<file path="config.mk">
export PLATFORM = sky130hd
export DESIGN_NAME = bch_parity_lfsr
export DESIGN_NICKNAME = d
export VERILOG_FILES = /design/src/rtl/bch_pkg.sv /design/src/rtl/bch_parity_lfsr.sv
export SDC_FILE = /design/constraint.sdc
export NUM_CORES = 1
export LEC_CHECK = 0
export ABC_AREA = 1
export CAP_MARGIN = 20
export CORE_AREA = 2 2 39 41
export CTS_BUF_LIST = sky130_fd_sc_hd__clkbuf_4
export DETAILED_ROUTE_END_ITERATION = 16
export DIE_AREA = 0 0 41 43
export PLACE_DENSITY = 0.73
export SYNTH_ARGS = -nofsm -noshare
export SYNTH_HDL_FRONTEND = slang
export SYNTH_SLANG_ARGS = --single-unit
</file>
<file path="constraint.sdc">
create_clock -name i_clk -period 1.5 [get_ports i_clk]
set_input_delay 0.375 -clock i_clk [delete_from_list [all_inputs] [get_ports i_clk]]
set_output_delay 0.375 -clock i_clk [all_outputs]
set_load 0.005 [all_outputs]
</file>
<file path="src/rtl/bch_pkg.sv">
// Shared constants and types for the BCH(63,51) encoder/checker pair.
package bch_pkg;
  localparam int N = 63;
  localparam int K = 51;
  localparam int M = 12;
  localparam logic [M-1:0] GEN_POLY = 12'h539;

  localparam int IN_CNT_W  = $clog2(N);
  localparam int OUT_CNT_W = $clog2(K);

  typedef enum logic {RX_DATA, RX_PARITY} rx_state_t;
endpackage

</file>
<file path="src/rtl/bch_parity_lfsr.sv">
// Serial parity LFSR for g(x); feedback during message bits, plain shift-out during parity bits.
module bch_parity_lfsr
  import bch_pkg::*;
(
  input  logic         i_clk,
  input  logic         i_clear,
  input  logic         i_shift_en,
  input  logic         i_feedback_en,
  input  logic         i_din,
  output logic [M-1:0] o_par
);

  logic [M-1:0] r_par;
  logic         w_fb;

  assign w_fb  = i_feedback_en & (i_din ^ r_par[M-1]);
  assign o_par = r_par;

  always_ff @(posedge i_clk) begin
    if (i_clear)
      r_par <= '0;
    else if (i_shift_en)
      r_par <= {r_par[M-2:0], 1'b0} ^ (w_fb ? GEN_POLY : '0);
  end

endmodule

</file>
==> flow_summary_export.csv, run 1 <==
group,metric,value,unit
finish,nets,109,
critical_path,cp_slowest_stage_delay,0.49,ns
drt,wl_per_cell,11.2,um
synth,async_flop_share,0,%
synth,synth_edf_count,0,
global_route,grt_usage,18.7,%
global_route,grt_pass1_wl,2160,um
synth,ys_warn_count,0,
clocking,htree_levels,1,
finish,antennaDiodeCount,0,
placed_design,post-place-cells,108,
timing,period_share,97.4,%
synth,syn_area,564,sq um
drt,viasPerCell,4.67,
critical_path,cp.required,1.12,ns
finish,instances_no_fill,118,
drt,drt_iter0_markers,4,
timing,max_freq,685,MHz
clocking,cts-root-buf,"clkbuf_4",
finish,drive_gt1_share,28.4,%
critical_path,crit_family,"buffers and inverters",
global_route,antenna_found_initial,0,
clocking,clk_latency,0.28,ns
timing,tightest_slew,0.190,ns
placed_design,numPortBuffers,16,
outcome,status,"finished, final reports clean",
floorplan,die_h,43,um
synth,ys_ff_latch,12,
clocking,cts_buffer_depth,2,
floorplan,rows,14,
synth,netlist.top_cell.by_area,"dfxtp_1",
finish,fin_util,61.1,%
synth,ys_seq_area_share,42.6,%
drt,drc,0,
floorplan,core,1380,sq um
drt,drtPass1Iterations,3,
drt,totalWireLength,1320,um
synth,synth_cell_types,15,
timing,finalSetupTns,0,ns
synth,yosysTopAreaCellShare,42.6,%
critical_path,arrival,1.09,ns
critical_path,critical_path_class,"reg -> out",
clocking,clkSinkCount,12,
worst_hold_path,holdCritPathClass,"reg -> reg",
timing,whs,0.457,ns
job,max_cap_violations,0,
clocking,clk_pin_slew,0.07,ns
timing,setup_viol,0,
synth,synth_common_cells,"14 x nand2_1, 14 x nor2_1, 12 x dfxtp_1",
timing,slew_violations,0,
synth,synth_fp_nets,82,
clocking,cts_tree,"done",
floorplan,chipWidth,41,um
floorplan,initial_core_util,40.8,%
global_route,grt_max_degree,17,
clocking,numCtsBuffers,3,
critical_path,end_kind,"output pin",
critical_path,start_kind,"flip-flop",
synth,ys.flop_type,"dfxtp_1",
timing,slew_headroom,87.2,%
drt,drt.antenna.violating_nets,0,
synth,syn-mean-instance-area,7.33,sq um
global_route,grt_pass1_vias,512,
finish,area_delta_synth_final,49.9,%
timing,period_needed,1.46,ns
synth,synth_area_leaders,"dfxtp_1 43%, nand2_1 9.3%, nor2_1 9.3%",
pwr,p_leak,0.524,nW
critical_path,crit_buf_inv,1,
floorplan,dieArea,1760,sq um
timing,rsz0062_at_grt,"no",
finish,largest_register_ffs,12,
timing,fin_skew,0.00827,ns
placed_design,place_hpwl,840,um
critical_path,crit_slowest_cell,"clkdlybuf4s50_1",
placed_design,place_congestion,0.744,
pwr,vdd_drop_max,444,uV
synth,syn_inst,77,
drt,route.vias.total,551,
global_route,grt_overflow,0,
pwr,powerDensity,850,nW/um^2
floorplan,io_pins,17,
critical_path,path_cells,"clkdlybuf4s50_1",
timing,hold_viol,0,
critical_path,crit_fanout,2,
[worst paths after layout]
path | startpoint | to | slack (ns) | cells after the start
setup / recovery | o_par[7] | o_par[7] | 0.04 | 1
hold / removal | o_par[8] | o_par[9] | 0.46 | 2
setup reg to reg | o_par[11] | o_par[8] | 0.39 | 8
hold reg to reg | o_par[8] | o_par[9] | 0.46 | 2
[layout by cell type (no fill, tap or decap)]
master	instances
a21oi_1	5
o21ai_0	7
nand4_1	1
buf_4	8
inv_1	7
nor2_1	14
dfxtp_1	2
dfxtp_2	10
dlymetal6s2s_1	9
nand2_4	1
nand2_1	14
inv_2	1
clkdlybuf4s50_1	5
nand2_2	2
or2_1	1
clkbuf_4	3
o21ai_2	2
nand3_1	6
dlygate4sd2_1	2
buf_12	1
nor2_4	1
[report_power, final]
part | internal [mW] | switching (mW) | leakage, nW
Sequential | 0.345 | 0.0128 | 0.103
Clock | 0.0931 | 0.104 | 0.0138
Combinational | 0.0875 | 0.0771 | 0.408
[routing by layer]
metal / routed length (um) / vias to the layer above / GRT usage [%]
met2: 677 / 15 / 29.7
met3: 80 / 2 / 9.95
met5: 0 / - / 0
met4: 10 / 0 / 6.00
met1: 549 / 240 / 20.4
li1: - / 294 / -
[what timing repair did]
item                       4_1_cts  5_1_grt
resized for setup               12        9
buffers inserted                 6        1
setup endpoints to repair       11        9
hold buffers                     0        0
[cell type report]
type	count	area, sq um
flip-flops and latches	12	253
repair buffers	25	260
fillers	145	538
well taps	16	20.0
multi-input cells	54	260
clock buffers	3	22.5
inverters	8	30.0
[through the flow]
| step | instance area, sq um | setup slack [ns] | power, mW |
|---|---|---|---|
| after floorplan | 564 | 0.503 | 0.443 |
| after global placement | 738 | 0.00825 | 0.511 |
| after detailed placement | 738 | -0.0369 | 0.514 |
| after CTS | 816 | 0.00407 | 0.736 |
| after global routing | 846 | 0.00218 | 0.769 |
| final | 846 | 0.0396 | 0.719 |
[worst register-to-register path, stage by stage, from the launching register on]
cell     delay, ns
dfxtp_2       0.32
buf_4         0.14
nand2_2       0.08
nand2_2       0.07
nor2_4        0.16
nand2_4       0.09
nand2_1       0.06
nand2_1       0.05
nor2_1        0.08
[cell families (layout without fill, tap and decap cells)]
family	after synthesis	after routing	share of synthesized area, %
simple gates	40	40	32.4
buf+inv	11	36	11.3
flops	12	12	42.6
compound gates	14	14	13.7
Power figures use the tool's default switching activity.
==> inputs of run 2 (changes only) <==
Settings changed: ABC_CLOCK_PERIOD_IN_PS set to 1500, CAP_MARGIN 20 to unset.
==> results of run 2 <==
No change in the layout: final DEF, timing and power equal those of run 1.
==> inputs of run 3 (changes only) <==
Settings changed: ABC_CLOCK_PERIOD_IN_PS 1500 to 1700.
Clock period 1.5 ns to 1.7 ns, I/O delays scaled along.
==> run 3 against run 2 <==
Via count is 0.54% lower. Global-route usage is 2.9 points lower. Sequential power is 11% lower. Total power is 14% lower. Final area is 11% lower. First-iteration DRC count is 100% lower. Die area stayed put. Count of clock-buffer cells in the layout stayed put. Critical path type unchanged.
==> flow_summary_export.csv, run 3 (synthesized netlist as in run 1, its figures left out) <==
group,metric,value,unit
drt,viasPerCell,4.89,
clocking,clkSinkCount,12,
global_route,busiest_layer,"met2",
timing,slew_headroom,81.5,%
global_route,use_met1,19.8,%
drt,totalWireLength,1150,um
pwr,powerDensity,816,nW/um^2
worst_hold_path,holdCritPathClass,"reg -> reg",
pwr,p_leak,0.338,nW
critical_path,crit_family,"buffers and inverters",
placed_design,post-place-cells,109,
drt,drtPass1Iterations,1,
drt,drc,0,
clocking,htree_levels,1,
clocking,post_cts_buffers,0,
timing,rsz0062_at_grt,"no",
timing,fin_skew,0.00704,ns
critical_path,cp_slowest_stage_delay,0.52,ns
timing,whs,0.480,ns
placed_design,place_ws,0.0526,ns
global_route,grt_overflow,0,
finish,area_delta_synth_final,33.9,%
finish,final_cell_mix,"16 x clkdlybuf4s50_1, 14 x nor2_1, 14 x nand2_1, 12 x dfxtp_1",
timing,slew_violations,0,
floorplan,io_pins,17,
outcome,status,"finished, final reports clean",
global_route,use_met3,5.24,%
timing,hold_viol,0,
finish,antennaDiodeCount,0,
finish,nets,103,
placed_design,numPortBuffers,16,
finish,drive_gt1_share,13.5,%
job,max_cap_violations,0,
timing,period_needed,1.61,ns
clocking,numCtsBuffers,3,
clocking,cts_hold_buf,0,
clocking,clk_latency,0.27,ns
floorplan,initial_core_util,40.8,%
timing,tightest_slew,0.277,ns
finish,largest_register_ffs,12,
timing,fin_ws,0.0901,ns
critical_path,end_kind,"output pin",
clocking,clk_pin_slew,0.08,ns
timing,max_freq,621,MHz
critical_path,crit_slowest_cell,"clkdlybuf4s50_1",
global_route,antenna_found_initial,0,
critical_path,arrival,1.18,ns
drt,route.vias.total,548,
timing,setup_viol,0,
global_route,grt_pass1_wl,1870,um
finish,final_common_cell,"clkdlybuf4s50_1",
clocking,cts_buffer_depth,2,
critical_path,critical_path_class,"reg -> out",
floorplan,die_h,43,um
drt,drt_iter0_markers,0,
timing,finalSetupTns,0,ns
global_route,grt_max_degree,12,
drt,wl_per_cell,10.2,um
critical_path,start_kind,"flip-flop",
floorplan,chipWidth,41,um
critical_path,crit_fanout,4,
critical_path,cp.required,1.27,ns
clocking,cts_tree,"done",
pwr,p_total,0.617,mW
global_route,grt_usage,15.8,%
pwr,vdd_drop_max,379,uV
timing,period_share,94.7,%
floorplan,core,1380,sq um
critical_path,crit_buf_inv,1,
clocking,cts_resized,0,
global_route,grt_use_met2,22.2,%
floorplan,rows,14,
global_route,grt_pass1_vias,458,
placed_design,place_congestion,0.759,
floorplan,dieArea,1760,sq um
drt,drt.antenna.violating_nets,0,
finish,instances_no_fill,112,
critical_path,path_cells,"clkdlybuf4s50_1",
clocking,cts-root-buf,"clkbuf_4",
placed_design,place_hpwl,855,um
==> run 3: cell count changes in the layout (fill, tap and decap cells not counted), sizes merged <==
cell           previous run  this run
clkdlybuf4s50             5        16
dlymetal6s2s              9         0
buf                       9         3
dlygate4sd2               2         0
==> run 3: cell type report <==
type | instances | area, sq um
tap | 16 | 20.0
multi-input combinational | 54 | 260
timing repair buffer | 19 | 183
inverter | 8 | 30.0
fill | 153 | 628
sequential | 12 | 240
clock buffer | 3 | 22.5
==> run 3: path summary, 6_finish.rpt <==
kind,endpoint,slack [ns],depth (start not counted),startpoint
hold / removal,o_par[9],0.48,2,o_par[8]
setup / recovery,o_par[7],0.09,1,o_par[7]
hold reg to reg,o_par[9],0.48,2,o_par[8]
setup reg to reg,o_par[5],0.70,6,o_par[11]
==> run 3: per-layer routing <==
metal	share of wire, %	routed length, um
met5	0	0
met4	2.3	26
met3	6.5	75
met2	44	504
met1	47	541
==> run 3: worst min-delay path, cell delays in order, from the launching register on <==
cell and delay, ns:
dfxtp_1 0.31, inv_1 0.07, a21oi_1 0.06
==> run 3: metrics by stage <==
step | area, sq um | util [%]
after detailed placement | 733 | 53.0
after floorplan | 564 | -
final | 756 | 54.6
after global routing | 756 | 54.6
after CTS | 756 | 54.6
after global placement | 733 | 53.0
==> run 3: where the power goes <==
group / switching (mW) / internal [mW]
Combinational: 0.0586 / 0.0686
Clock: 0.0908 / 0.0819
Sequential: 0.0159 / 0.301
